File: config.mk
export PLATFORM = sky130hd
export DESIGN_NAME = pwm_multi_channel
export DESIGN_NICKNAME = d
export VERILOG_FILES = /design/src/rtl/pwm_pkg.sv /design/src/rtl/pwm_channel_compare.sv /design/src/rtl/pwm_multi_channel.sv
export SDC_FILE = /design/constraint.sdc
export NUM_CORES = 1
export LEC_CHECK = 0
export CORE_MARGIN = 2
export CORE_UTILIZATION = 40
export DETAILED_ROUTE_END_ITERATION = 16
export PLACE_DENSITY = 0.73
export REMOVE_ABC_BUFFERS = 1
export SYNTH_ARGS = -nofsm -noshare
export SYNTH_HDL_FRONTEND = slang
export SYNTH_SLANG_ARGS = --single-unit
File: constraint.sdc
create_clock -name clk -period 10.8 [get_ports clk]
set_input_delay 2.16 -clock clk [delete_from_list [all_inputs] [get_ports clk]]
set_output_delay 2.16 -clock clk [all_outputs]
set_load 0.02 [all_outputs]
File: src/rtl/pwm_pkg.sv
// rtl/pwm_pkg.sv - shared types and limits for the multi-channel PWM generator
package pwm_pkg;

    typedef enum logic {PWM_EDGE, PWM_CENTER} pwm_align_e;
    typedef enum logic {CNT_UP, CNT_DOWN} pwm_dir_e;

    localparam int PWM_MAX_CH = 32;

endpackage

File: src/rtl/pwm_channel_compare.sv
// rtl/pwm_channel_compare.sv - one PWM channel: shadowed duty/polarity/enable, compare, output flop
module pwm_channel_compare
    import pwm_pkg::*;
#(
    parameter int WIDTH = 32
) (
    input  logic             clk,
    input  logic             rst,
    input  logic             run,
    input  logic             load_strobe,
    input  logic [WIDTH-1:0] counter,
    input  logic [WIDTH-1:0] duty_in,
    input  logic             invert_in,
    input  logic             ch_enable_in,
    output logic             pwm_out
);

    logic [WIDTH-1:0] duty_q, duty_d;
    logic             invert_q, invert_d;
    logic             ch_enable_q, ch_enable_d;
    logic             out_q, out_d;
    logic             act;

    always_comb begin
        duty_d      = duty_q;
        invert_d    = invert_q;
        ch_enable_d = ch_enable_q;
        if (load_strobe) begin
            duty_d      = duty_in;
            invert_d    = invert_in;
            ch_enable_d = ch_enable_in;
        end
        act = (counter < duty_q);
        // While idle the pad follows the live invert input so polarity changes show within one cycle.
        if (!run) begin
            out_d = invert_in;
        end else if (ch_enable_q) begin
            out_d = act ^ invert_q;
        end else begin
            out_d = invert_q;
        end
    end

    always_ff @(posedge clk) begin
        if (!rst) begin
            duty_q      <= '0;
            invert_q    <= 1'b0;
            ch_enable_q <= 1'b0;
            out_q       <= 1'b0;
        end else begin
            duty_q      <= duty_d;
            invert_q    <= invert_d;
            ch_enable_q <= ch_enable_d;
            out_q       <= out_d;
        end
    end

    assign pwm_out = out_q;

endmodule

File: src/rtl/pwm_multi_channel.sv
// rtl/pwm_multi_channel.sv - shared period counter with edge/center alignment driving NUM_CH compare channels
module pwm_multi_channel
    import pwm_pkg::*;
#(
    parameter int NUM_CH = 4,
    parameter int WIDTH  = 32
) (
    input  logic                    clk,
    input  logic                    rst,
    input  logic                    enable,
    input  logic                    center_mode,
    input  logic [WIDTH-1:0]        period_ticks,
    input  logic [NUM_CH*WIDTH-1:0] duty_ticks,
    input  logic [NUM_CH-1:0]       invert,
    input  logic [NUM_CH-1:0]       ch_enable,
    output logic [NUM_CH-1:0]       pwm_out,
    output logic                    period_start
);

    if (NUM_CH < 1 || NUM_CH > PWM_MAX_CH) begin : g_bad_num_ch
        $error("pwm_multi_channel: NUM_CH out of range");
    end

    logic [WIDTH-1:0] cnt_q, cnt_d;
    logic [WIDTH-1:0] period_q, period_d;
    pwm_dir_e         dir_q, dir_d;
    pwm_align_e       mode_q, mode_d;
    logic             ps_q, ps_d;
    logic [WIDTH-1:0] last_val;
    logic             at_top;
    logic             boundary;
    logic             load;

    always_comb begin
        // Last count is P-1 computed at WIDTH bits; P=0 folds onto P=1 so nothing needs WIDTH+1.
        last_val = (period_q == '0) ? '0 : period_q - WIDTH'(1);
        at_top   = (cnt_q == last_val);
        boundary = (mode_q == PWM_EDGE) ? at_top : (dir_q == CNT_DOWN && cnt_q == '0);
        load     = !enable || boundary;

        cnt_d    = cnt_q;
        dir_d    = dir_q;
        mode_d   = mode_q;
        period_d = period_q;

        if (!enable || boundary) begin
            cnt_d = '0;
            dir_d = CNT_UP;
        end else if (mode_q == PWM_CENTER && dir_q == CNT_DOWN) begin
            cnt_d = cnt_q - WIDTH'(1);
        end else if (mode_q == PWM_CENTER && at_top) begin
            dir_d = CNT_DOWN;
        end else begin
            cnt_d = cnt_q + WIDTH'(1);
        end

        if (load) begin
            mode_d   = center_mode ? PWM_CENTER : PWM_EDGE;
            period_d = period_ticks;
        end

        ps_d = enable && (cnt_q == '0) && (dir_q == CNT_UP);
    end

    always_ff @(posedge clk) begin
        if (!rst) begin
            cnt_q    <= '0;
            dir_q    <= CNT_UP;
            mode_q   <= PWM_EDGE;
            period_q <= '0;
            ps_q     <= 1'b0;
        end else begin
            cnt_q    <= cnt_d;
            dir_q    <= dir_d;
            mode_q   <= mode_d;
            period_q <= period_d;
            ps_q     <= ps_d;
        end
    end

    assign period_start = ps_q;

    for (genvar g = 0; g < NUM_CH; g++) begin : g_ch
        pwm_channel_compare #(.WIDTH(WIDTH)) u_ch (
            .clk          (clk),
            .rst          (rst),
            .run          (enable),
            .load_strobe  (load),
            .counter      (cnt_q),
            .duty_in      (duty_ticks[g*WIDTH +: WIDTH]),
            .invert_in    (invert[g]),
            .ch_enable_in (ch_enable[g]),
            .pwm_out      (pwm_out[g])
        );
    end

endmodule

# ---- Yosys cells after proc, flatten, opt, wreduce, memory -nomap -nowiden
# Index checks and enable logic that the tools add are counted.
dict set report word_totals {
  reg_bits 207
  out_inout_bits 5
}
dict set report classes {
  reduce_logical 11
  n_bitwise 7
  muxes 13
  n_addsub 3
  eq_ne 2
  n_lt_le_gt_ge 4
}
# operator n
set op_table {}
lappend op_table {{$lt A32 B32 Y1} 4}
lappend op_table {{$mux W32} 3}
lappend op_table {{$logic_not A32 Y1} 2}
lappend op_table {{$sub A32 B1 Y32 const B} 2}
lappend op_table {{$add A32 B1 Y32 const B} 1}
lappend op_table {{$eq A32 B32 Y1} 1}
lappend op_table {{$mux W1} 10}
lappend op_table {{$logic_and A1 B1 Y1} 5}
lappend op_table {{$xor A1 B1 Y1} 4}
lappend op_table {{$not A1 Y1} 3}
lappend op_table {{$ne A2 B2 Y1 const B} 1}
lappend op_table {{$reduce_and A2 Y1} 1}
lappend op_table {{$reduce_or A2 Y1} 1}
lappend op_table {{$logic_not A1 Y1} 1}
lappend op_table {{$logic_or A1 B1 Y1} 1}

# ---- Depth between registers and ports, before layout
# Gate-level depths: netlist of run 1.
dict set report depth {
  ltp_word 6
  depth_mapped 17
  depth_no_buf 13
}

# ---- Hierarchy
# A second synthesis of run 1 with hierarchy kept.
dict set report hier_totals {
  cells_unflattened 1684
  area_unflattened_um2 14193.6
}
# mod area_each_um2 cells_per_inst instances seq_area_each_um2
set by_module_without_submodules {}
lappend by_module_without_submodules {{pwm_channel_compare (g_ch[0].u_ch ...)} 2140.8 228 3 700.7}
lappend by_module_without_submodules {pwm_multi_channel 5681.7 776 1 1341.3}
lappend by_module_without_submodules {{pwm_channel_compare (g_ch[2].u_ch)} 2089.5 224 1 700.7}

# ---- Worst setup path after synthesis of run 1
# No wires, ideal clock.
dict set report synth_timing {
  kind {reg-to-reg}
  startpoint {reg period_q[0]}
  endpoint {reg cnt_q[8]}
  t_arrival_ns 3.666
  setup_slack_ns 7.018
  n_path_buf 4
  stages_incl_launch_ff 17
  setup_time_ns 0.116
  required_ns 10.684
  path_cell_list {dfxtp_1 > inv_1 > ha_1 > or3b_2 > or4_1 > clkbuf_1 > buf_2 > nor4_1 > nor3_1 > nand4b_1 > a2111oi_2 > and4b_4 > and3_4 > buf_12 > buf_12 > mux2i_1 > nor2_2}
}
dict set report synth_between {
  elab_chain_cells 6
}
# item line_no
set synth_lines {}
lappend synth_lines {{start, declared} pwm_multi_channel.sv:25} ;# logic [WIDTH-1:0] period_q, period_d;
lappend synth_lines {{start signal, assigned} pwm_multi_channel.sv:76} ;# period_q <= period_d;
lappend synth_lines {{$sub A32 B1 Y32 or $logic_not A32 Y1 (tied branches)} pwm_multi_channel.sv:36} ;# last_val = (period_q == '0) ? '0 : period_q - WIDTH'(1);
lappend synth_lines {{$mux W32 (*)} pwm_multi_channel.sv:36}
lappend synth_lines {{$eq A32 B32 Y1 (*)} pwm_multi_channel.sv:37} ;# at_top = (cnt_q == last_val);
lappend synth_lines {{$mux W1} pwm_multi_channel.sv:38} ;# boundary = (mode_q == PWM_EDGE) ? at_top : (dir_q == CNT_DOWN && cnt_q == '0);
lappend synth_lines {{$logic_or A1 B1 Y1} pwm_multi_channel.sv:46} ;# if (!enable || boundary) begin
lappend synth_lines {{$reduce_or A2 Y1 (no source line)} n/a}
lappend synth_lines {{end signal, assigned} pwm_multi_channel.sv:73} ;# cnt_q <= cnt_d;
lappend synth_lines {{end, declared} pwm_multi_channel.sv:24} ;# logic [WIDTH-1:0] cnt_q, cnt_d;
# Every way passes the cells marked *; elsewhere a longest branch is shown, timed or not.
# A chain may end at the register's enable or synchronous reset.

# ---- Final worst setup path of run 1
dict set report layout_timing {
  startpoint {reg period_q[0]}
  endpoint {reg cnt_q[1]}
}
# Same word-level chain as after synthesis.

==> impl_results.md, run 1 <==
- Ports: 177
- FF-to-FF Start: period_q[0]
- Unrepaired setup endpoints after global routing: false
- Tcrit/Tclk final: 52.74%
- Antenna Cells: 0
- Critical Path Start: period_q[0]
- CP max stage delay: 980 ps
- Post-synth EDFFs: 0
- Final Wtd Congestion: 0.8966
- Share of layout cells above drive strength 1: 3.996%
- Dpl cell area: around 0.016 sq mm
- Initial antenna violation count: 0
- # setup viols final: 0
- Routed via count: 12.90k
- Initial drt markers: 849
- Crit path top cell by count: or4_1
- Post-Synthesis Cells: 1800
- R2r setup slk: 5100 ps
- Synth Area per Inst: between 7 and 8 sq um
- Met3 GRT Util: 3.018%
- Final Critical Period: 5696 ps
- CTS Buf Count: 26
- Clock sinks: 207
- Critical path arrival: about 6100 ps
- Fmax: 0.1756 GHz
- Critical path's slowest cell: nand2_1
- Final HPWL DP: 28560 um
- Clk_skew: 15.96 ps
- Vias in the first global route: 12.34k
- Slew of the pin with the lowest slew margin: 1151 ps
- Largest net degree at the start of global routing: 122
- Worst r2r path cells: 12
- Number of cell rows: 68
- Tot GR Track Use: 21.00%
- GR Util met1: 28.10%
- Vias per cell: 5.415
- DRT Pass-1 Iters: 7
- CTS Hold Bufs: 0
- Met2 GRT Util: 34.32%
- Clock latency on the worst-skew pair: approximately 550 ps
- Reg2reg end: cnt_q[1]
- Final net count: approximately 2.2k
- Port Buffers: about 180
- Cells after DPL: 2334
- Max-Cap Viols: 0
- Kind of critical path: flip-flop to flip-flop
- Area growth, synth to finish: 19.45%
- Synth Warn #: 0
- Resized cells post-CTS: 0
- Synthesized flop and latch total: 207
- Maximum vdd drop: 0.0001011 V
- Starting density of the core: 40.49%
- Synthesized area: 0.01395 sq mm
- Full die area: 0.03639 sq mm
- WP data required: about 11000 ps
- Final Hold Viols: 0
- Core area: 0.03446 sq mm
- Status: complete, no violations
- Endpoint class of the critical path: flip-flop
- Pleak: 6.897 nW
- Chip width: 190.8 um
- Register area: 0.004144 sq mm
- Post-Route WL: 38750 um
- Antenna Violating Nets Remaining: 0
- Area of the multi-input gates: roughly 0.0087 sq mm
- # Post-CTS Setup Buffers: 0
- Cell Pwr Density: 123.3 mW/mm^2
- Main synth FF type: dfxtp_1
- Worst-path cell chain: inv_1 -> ha_1 -> or3b_2 -> or4_1 -> or4_1 -> a221o_1 -> nand4b_1 -> a2111oi_2 -> and4b_4 -> a21boi_4 -> nand2_1 -> a211oi_1
- DRC Markers: 0
- H-Tree Depth: 1
- Relative slew slack: between 20 and 25%
- Post-synth cell types: 74
- Critical path fanouts, max: 46
- HP Class: flip-flop to flip-flop
- Ys async rst share: 0%
- Clock buffer depth: 3
- Crit start category: flip-flop
- Worst setup endpoint: cnt_q[1]
- Fillcell total: about 3.4k
- Final cell count without fillers: 2382
- Hold depth: 2
- Drt wl/cell: between 15 and 20 um
- First-pass GRT wire length: just over 60000 um
- CTS tree: yes
- GRT overflow: 0
- Post-route cell area: 0.01667 sq mm
- Sequential element share of the synthesized area: 29.70%
- Chip height: 190.8 um
- CTS clk-pin slew, worst paths: 60 ps
- Slew Limit Fails: 0
- Root Buffer: clkbuf_16
- Grt peak-use layer: met2
## layout by cell type (no fill, tap or decap), types with 15 or more instances in the layout
master           netlist  layout
a21o_1                50      50
a21oi_1               78      78
clkbuf_16              0      26
clkdlybuf4s50_1        0     175
dfxtp_1              207     207
ha_1                 155     155
inv_1                142     142
mux2i_1               29      29
nand2_1              208     208
nand3_1              191     191
nand4_1               27      27
nor2_1                72      72
nor2b_1               17      17
nor3_1                26      26
nor4_1                26      26
o21ai_0               76      76
o21ai_1              142     142
or3_1                 15      15
or4_1                 16      16
xnor2_1               29      29
## layout make-up
type | count | share of cell area [%]
Timing Repair Buffer | 184 | 10.96
Clock buffer | 36 | 4.549
Tap cell | 455 | 3.416
Inverter | 142 | 3.198
Multi-Input combinational cell | 1346 | 52.02
Sequential cell | 207 | 24.86
Clock inverter | 12 | 0.9909
## worst max-delay path: cells and delay by family, from the launching register on
family | cells | cell delay [ps]
adders and majority gates | 1 | 190
AOI/OAI and AO/OA | 4 | 1680
and+or+nand+nor | 6 | 3240
DFF | 1 | 350
buffers and inverters | 1 | 100
## routing by layer
metal	wire [um]	share of wire [%]
met5	0	0
met2	17400	45
met1	18010	46
met3	1925	5.0
met4	1409	3.6
## cell families (layout without fill, tap and decap cells)
logic type | after synthesis | in the layout | synth area share [%]
AO/OA/AOI/OAI | 450 | 450 | 19.39
multiplexers | 29 | 29 | 2.080
buffers and inverters | 247 | 374 | 8.214
adder cells (fa/ha/maj) | 156 | 156 | 14.04
flip-flops | 207 | 207 | 29.70
XOR/XNOR | 45 | 45 | 3.022
AND/OR/NAND/NOR | 666 | 666 | 23.56
## state kept, by name (all words and copies together) (netlist names)
signal and flops:
period_start 1, cnt_q 32, g_ch.u_ch.pwm_out 4, dir_q 1, mode_q 1, g_ch.u_ch.invert_q 4, g_ch.u_ch.duty_q 128, period_q 32
g_ch.u_ch.ch_enable_q 4
## cell usage after synthesis (9+ instances only)
| library cell | n | area share (%) |
|---|---|---|
| nand2_1 | 208 | 5.6 |
| dfxtp_1 | 207 | 30 |
| nand3_1 | 191 | 6.9 |
| ha_1 | 155 | 14 |
| inv_1 | 142 | 3.8 |
| o21ai_1 | 142 | 5.1 |
| a21oi_1 | 78 | 2.8 |
| o21ai_0 | 76 | 2.7 |
| nor2_1 | 72 | 1.9 |
| clkbuf_1 | 61 | 1.6 |
| a21o_1 | 50 | 2.7 |
| mux2i_1 | 29 | 2.1 |
| xnor2_1 | 29 | 1.8 |
| nand4_1 | 27 | 1.2 |
| nor3_1 | 26 | 0.93 |
| nor4_1 | 26 | 1.2 |
| buf_6 | 17 | 1.4 |
| nor2b_1 | 17 | 0.76 |
| or4_1 | 16 | 0.86 |
| or3_1 | 15 | 0.67 |
| nand2b_1 | 14 | 0.63 |
| xor2_1 | 14 | 0.88 |
| buf_2 | 13 | 0.47 |
| o31ai_1 | 12 | 0.65 |
| or2_2 | 11 | 0.49 |
| and3_1 | 10 | 0.45 |
| a211oi_1 | 9 | 0.48 |
## report_power, final
part | internal, W | total, W | switching [W] | leakage (nW)
Combinational | 0.000139 | 0.000298 | 0.000159 | 4.75
Sequential | 0.000803 | 0.000833 | 0.0000302 | 1.70
Clock | 0.000564 | 0.000924 | 0.000360 | 0.445
## stage by stage
step,worst slack [ps],total power [W],utilization [%],hold WS [ps],setup TNS (ps)
after floorplan,-2306,0.001003,-,436.7,-67170
after global placement,5259,0.001139,45.69,444.4,0
after detailed placement,5157,0.001147,45.69,448.1,0
after CTS,5108,0.002072,48.37,455.8,0
after global routing,4702,0.002141,48.37,469.3,0
final,5104,0.002055,48.37,454.2,0
## worst min-delay path by stage
stage                            startpoint                 endpoint
global placement    g_ch[2].u_ch.duty_q[10]  g_ch[2].u_ch.duty_q[10]
floorplan           g_ch[0].u_ch.duty_q[10]  g_ch[0].u_ch.duty_q[10]
global route        g_ch[3].u_ch.duty_q[29]  g_ch[3].u_ch.duty_q[29]
detailed placement   g_ch[0].u_ch.duty_q[2]   g_ch[0].u_ch.duty_q[2]
finish              g_ch[2].u_ch.duty_q[27]  g_ch[2].u_ch.duty_q[27]
CTS                 g_ch[2].u_ch.duty_q[27]  g_ch[2].u_ch.duty_q[27]
Power figures use the tool's default switching activity.
==> run 2, diff against run 1 <==
- PLACE_DENSITY: 0.73 -> 0.75
- clock period: 10.8 -> 4.63 ns (I/O delays scaled with it)
==> run 2 against run 1 <==
Net effect:
- wire length fell by 0.18%
- global-route usage fell by 0.17 points
- sequential share of layout area fell by 0.15 points
- critical path depth rose by 3
- total power rose by 120%
- die area did not move
- cell area rose by 0.62%
- via count rose by 1.1%
- combinational power rose by 140%
- largest cell class unchanged
==> impl_results.md, run 2 (same netlist as run 1, synthesis figures left out) <==
- Routed via count: 13.05k (was 12.90k)
- Hold Startpoint: g_ch[3].u_ch.duty_q[19] (was g_ch[2].u_ch.duty_q[27])
- DRC Markers: 0 (unchanged)
- Largest reg by FF count: g_ch.u_ch.duty_q (unchanged)
- H-Tree Depth: 1 (unchanged)
- Critical path's slowest cell: or3b_2 (was nand2_1)
- Area growth, synth to finish: 20.19% (was 19.45%)
- Ports: 177 (unchanged)
- Relative slew slack: 32.77% (was 23.11%)
- Cells after DPL: 2347 (was 2334)
- Core area: 0.03446 sq mm (unchanged)
- First-pass GRT wire length: 61920 um (was 61890 um)
- CTS Buf Count: 24 (was 26)
- Critical path fanouts, max: 62 (was 46)
- Most frequent cells in the layout: nand2_1, dfxtp_1, nand3_1 (unchanged)
- Tot GR Track Use: 20.83% (was 21.00%)
- Largest regs: g_ch.u_ch.duty_q x128, cnt_q x32, period_q x32 (unchanged)
- Antenna Cells: 0 (unchanged)
- Number of cell rows: 68 (unchanged)
- Number of flip-flops in the largest register: 128 (unchanged)
- Final core occ: 48.67% (was 48.37%)
- Maximum vdd drop: 0.0002297 V (was 0.0001011 V)
- Status: complete, no violations (unchanged)
- Crit start category: flip-flop (unchanged)
- CP Buf/Inv Count: 4 (was 1)
- Slew of the pin with the lowest slew margin: 1008 ps (was 1151 ps)
- HP Class: flip-flop to flip-flop (unchanged)
- WP data required: 5040 ps (was 11240 ps)
- CTS Hold Bufs: 0 (unchanged)
- Root Buffer: clkbuf_16 (unchanged)
- Max-Cap Viols: 0 (unchanged)
- Post-Route WL: 38680 um (was 38750 um)
- Antenna Violating Nets Remaining: 0 (unchanged)
- # setup viols final: 0 (unchanged)
- Clock sinks: 207 (unchanged)
- Critical path's top delay family: simple AND/OR/NAND/NOR gates (unchanged)
- Vias per cell: 5.463 (was 5.415)
- Worst slack, placed: 400.5 ps (was 5157 ps)
- Clock latency on the worst-skew pair: 550 ps (about the same)
- # Post-CTS Setup Buffers: 0 (unchanged)
- Kind of critical path: flip-flop to flip-flop (unchanged)
- DRT Pass-1 Iters: 5 (was 7)
- Largest net degree at the start of global routing: 184 (was 122)
- Slew Limit Fails: 0 (unchanged)
- Starting density of the core: 40.49% (unchanged)
- Chip width: 190.8 um (unchanged)
- Critical Path Start: period_q[0] (unchanged)
- Fmax: 0.2333 GHz (was 0.1756 GHz)
- Chip height: 190.8 um (unchanged)
- Final net count: 2246 (was 2235)
- Setup slack after layout: 344.5 ps (was 5104 ps)
- Tcrit/Tclk final: 92.56% (was 52.74%)
- Hold_ws: 455.8 ps (was 454.2 ps)
- CP max stage delay: 510 ps (was 980 ps)
- GRT overflow: 0 (unchanged)
- CTS tree: yes (unchanged)
- Endpoint class of the critical path: flip-flop (unchanged)
- Final Critical Period: 4286 ps (was 5696 ps)
- Setup TNS: 0 ps (unchanged)
- Cell Pwr Density: 275.1 mW/mm^2 (was 123.3 mW/mm^2)
- Port Buffers: 176 (unchanged)
- Final Wtd Congestion: 0.8792 (was 0.8966)
- Pleak: 6.958 nW (was 6.897 nW)
- Clock buffer depth: 3 (unchanged)
- Commonest non-fill, non-tap cell in the layout: nand2_1 (unchanged)
- Critical path arrival: 4700 ps (was 6130 ps)
- Full die area: 0.03639 sq mm (unchanged)
- Share of layout cells above drive strength 1: 4.346% (was 3.996%)
- Worst-path cell chain: inv_1 -> ha_1 -> or3b_2 -> or4_1 -> buf_4 -> or4_1 -> nand3_1 -> nor4b_1 -> o2111ai_1 -> nor4_1 -> a21boi_4 -> buf_12 -> buf_12 -> nand3_1 -> o21ai_1 (was inv_1 -> ha_1 -> or3b_2 -> or4_1 -> or4_1 -> a221o_1 -> nand4b_1 -> a2111oi_2 -> and4b_4 -> a21boi_4 -> nand2_1 -> a211oi_1)
- CTS clk-pin slew, worst paths: 60 ps (about the same)
- FF-to-FF Start: period_q[0] (unchanged)
- Drt wl/cell: 16.20 um (was 16.27 um)
- Unrepaired setup endpoints after global routing: false (unchanged)
- Final Hold Viols: 0 (unchanged)
- Final cell count without fillers: 2388 (was 2382)
- Initial drt markers: 775 (was 849)
- Initial antenna violation count: 1 (was 0)
- Final HPWL DP: 28900 um (was 28560 um)
- Vias in the first global route: 12.42k (was 12.34k)
- Resized cells post-CTS: 0 (unchanged)
- Clk_skew: 23.46 ps (was 15.96 ps)
run 2: cell count changes in the layout (fill, tap and decap cells not counted), sizes merged:
cell / previous run / this run
inv: 143 / 142
clkinv: 5 / 6
buf: 9 / 22
clkinvlp: 3 / 1
clkbuf: 36 / 32
bufinv: 3 / 2
run 2: worst paths after layout:
path	end	slack [ps]	depth (start not counted)
setup / recovery	g_ch[2].u_ch.duty_q[1]	340	15
hold / removal	g_ch[3].u_ch.duty_q[19]	460	2
setup reg to reg	g_ch[2].u_ch.duty_q[1]	340	15
hold reg to reg	g_ch[3].u_ch.duty_q[19]	460	2
run 2: cell type report:
cell class	instances	area, sq um
well taps	455	569.3
clock inverters	9	126.4
repair buffers	197	2037
inverters	142	533.0
fillers	3313	17690
clock buffers	32	690.7
multi-input cells	1346	8671
flip-flops and latches	207	4144
run 2: routing by layer:
layer / vias up / track usage (%) / wire length, um
met5: - / 0 / 0
met4: 0 / 5.754 / 1005
met3: 69 / 2.576 / 2263
met2: 389 / 35.63 / 18000
met1: 5969 / 27.49 / 17410
li1: 6619 / - / -
run 2: worst min-delay path, delay by kind of cell, from the launching register on:
| family | cells | cell delay (ps) |
|---|---|---|
| simple gates | 1 | 60 |
| compound gates | 1 | 50 |
| flops | 1 | 310 |
run 2: power breakdown:
| part | leakage (nW) | internal (W) | switching, W | total (W) |
|---|---|---|---|---|
| sequential | 1.70 | 0.00187 | 0.0000669 | 0.00194 |
| combinational | 4.85 | 0.000339 | 0.000376 | 0.000715 |
| clock | 0.401 | 0.00116 | 0.000800 | 0.00196 |
run 2: through the flow:
stage	total power (W)	cell area (sq um)
after global routing	0.004807	16770
after detailed placement	0.002690	15950
after CTS	0.004665	16770
after floorplan	0.002340	13340
final	0.004614	16770
after global placement	0.002671	15950
==> run 3, diff against run 2 <==
- SKIP_LAST_GASP: unset -> 1
==> results of run 3 <==
No change in the layout: final DEF, timing and power equal those of run 2.
==> variant (settings of run 1) <==
`NUM_CH`: 4 -> 2.
--- a/src/rtl/pwm_multi_channel.sv
+++ b/src/rtl/pwm_multi_channel.sv
@@ -4,3 +4,3 @@
 #(
-    parameter int NUM_CH = 4,
+    parameter int NUM_CH = 2,
     parameter int WIDTH  = 32
Ports: changed (resized ch_enable, duty_ticks, invert and pwm_out); port bits go from 177 to 107. The function was not compared with the original's and may differ.
==> variant against run 1 <==
Synthesized cell count is 29% lower. Worst hold slack better by 0.0032 ns. Cell area is 27% lower. Power is 32% lower. Setup slack better by 0.87 ns. Wire length is 28% lower. Area after synthesis is 26% lower. Sequential cell count is 70 lower. Global-route usage is 0.25 points lower. Critical path type unchanged. Largest cell class unchanged.
==> variant: results (changes against run 1) <==
| Metric | Value |
|---|---|
| Run status | finished clean (unchanged) |
| Seq. pwr | 0.554 mW (was 0.833 mW) |
| Peak supply drop | 112 uV (was 101 uV) |
| Max incr delay on CP | 0.70 ns (was 0.98 ns) |
| CP arrival | 5.11 ns (was 6.13 ns) |
| Worst-path fanout max | 17 (was 46) |
| Hold path startpoint | g_ch[1].u_ch.duty_q[9]$_SDFFE_PN0P_ (was g_ch[2].u_ch.duty_q[27]$_SDFFE_PN0P_) |
| Vias in the first global route | 8994 (was 12339) |
| CTS Buf Count | 17 (was 26) |
| Largest net degree at the start of global routing | 112 (was 122) |
| FILL cells | 2425 (was 3399) |
| Worst slew margin | 0.386 (was 0.231) |
| R2R setup slack | 5.98 ns (was 5.10 ns) |
| Seq/Total Area, Yosys | 0.264 (was 0.297) |
| First-pass GRT wire length | 44.9 mm (was 61.9 mm) |
| Worst Hold Endpoint | g_ch[1].u_ch.duty_q[9]$_SDFFE_PN0P_ (was g_ch[2].u_ch.duty_q[27]$_SDFFE_PN0P_) |
| Leak pwr | 5.26 nW (was 6.90 nW) |
| Clock net power | 0.616 mW (was 0.924 mW) |
| Clock Path Buffers | 2 (was 3) |
| Met2 Use GR | 0.348 (was 0.343) |
| Detailed-router iteration count before antenna repair | 5 (was 7) |
| Post-synthesis adder-cell area fraction | 0.114 (was 0.140) |
| Nets | 1560 (was 2235) |
| Layout cells sized above 1 | 0.0662 (was 0.0400) |
| IO buf count | 106 (was 176) |
| H-tree levels | 4 (was 1) |
| Final GP Congestion | 0.956 (was 0.897) |
| Switching share of total power | 0.279 (was 0.267) |
| Area fraction in compound gates after synthesis | 0.137 (was 0.194) |
| Post-Synth XOR/XNOR Area | 0.0385 (was 0.0302) |
| Clock latency on the worst-skew pair | 0.44 ns (was 0.55 ns) |
| Largest cells by area after synthesis | dfxtp_1 (26%), mux2i_1 (13%), ha_1 (11%) (was dfxtp_1 (30%), ha_1 (14%), nand3_1 (6.9%)) |
-- variant: tightest hold or removal path, stage by stage, from the launching register on --
cell and delay (ns):
dfxtp_1 0.31, nand2_1 0.05, mux2i_1 0.05
-- variant: stage by stage --
step | area, um2 | setup slack [ns] | power [mW] | cells | hold slack (ns)
2_1_floorplan | 10100 | 0.656 | 0.708 | 1229 | 0.433
3_3_place_gp | 11600 | 6.12 | 0.791 | 1673 | 0.444
3_5_place_dp | 11600 | 6.07 | 0.793 | 1673 | 0.452
4_1_cts | 12200 | 6.01 | 1.41 | 1705 | 0.460
5_1_grt | 12200 | 5.58 | 1.46 | 1705 | 0.483
6_report | 12200 | 5.98 | 1.40 | 1705 | 0.457
-- variant: final cells by class --
type,instances,area (um2),area share
Clock buffer,19,443,0.0362
Inverter,86,323,0.0264
Timing Repair Buffer,114,1120,0.0918
Sequential cell,137,2740,0.224
Clock inverter,13,166,0.0136
Multi-Input combinational cell,1006,7010,0.574
Tap cell,330,413,0.0338
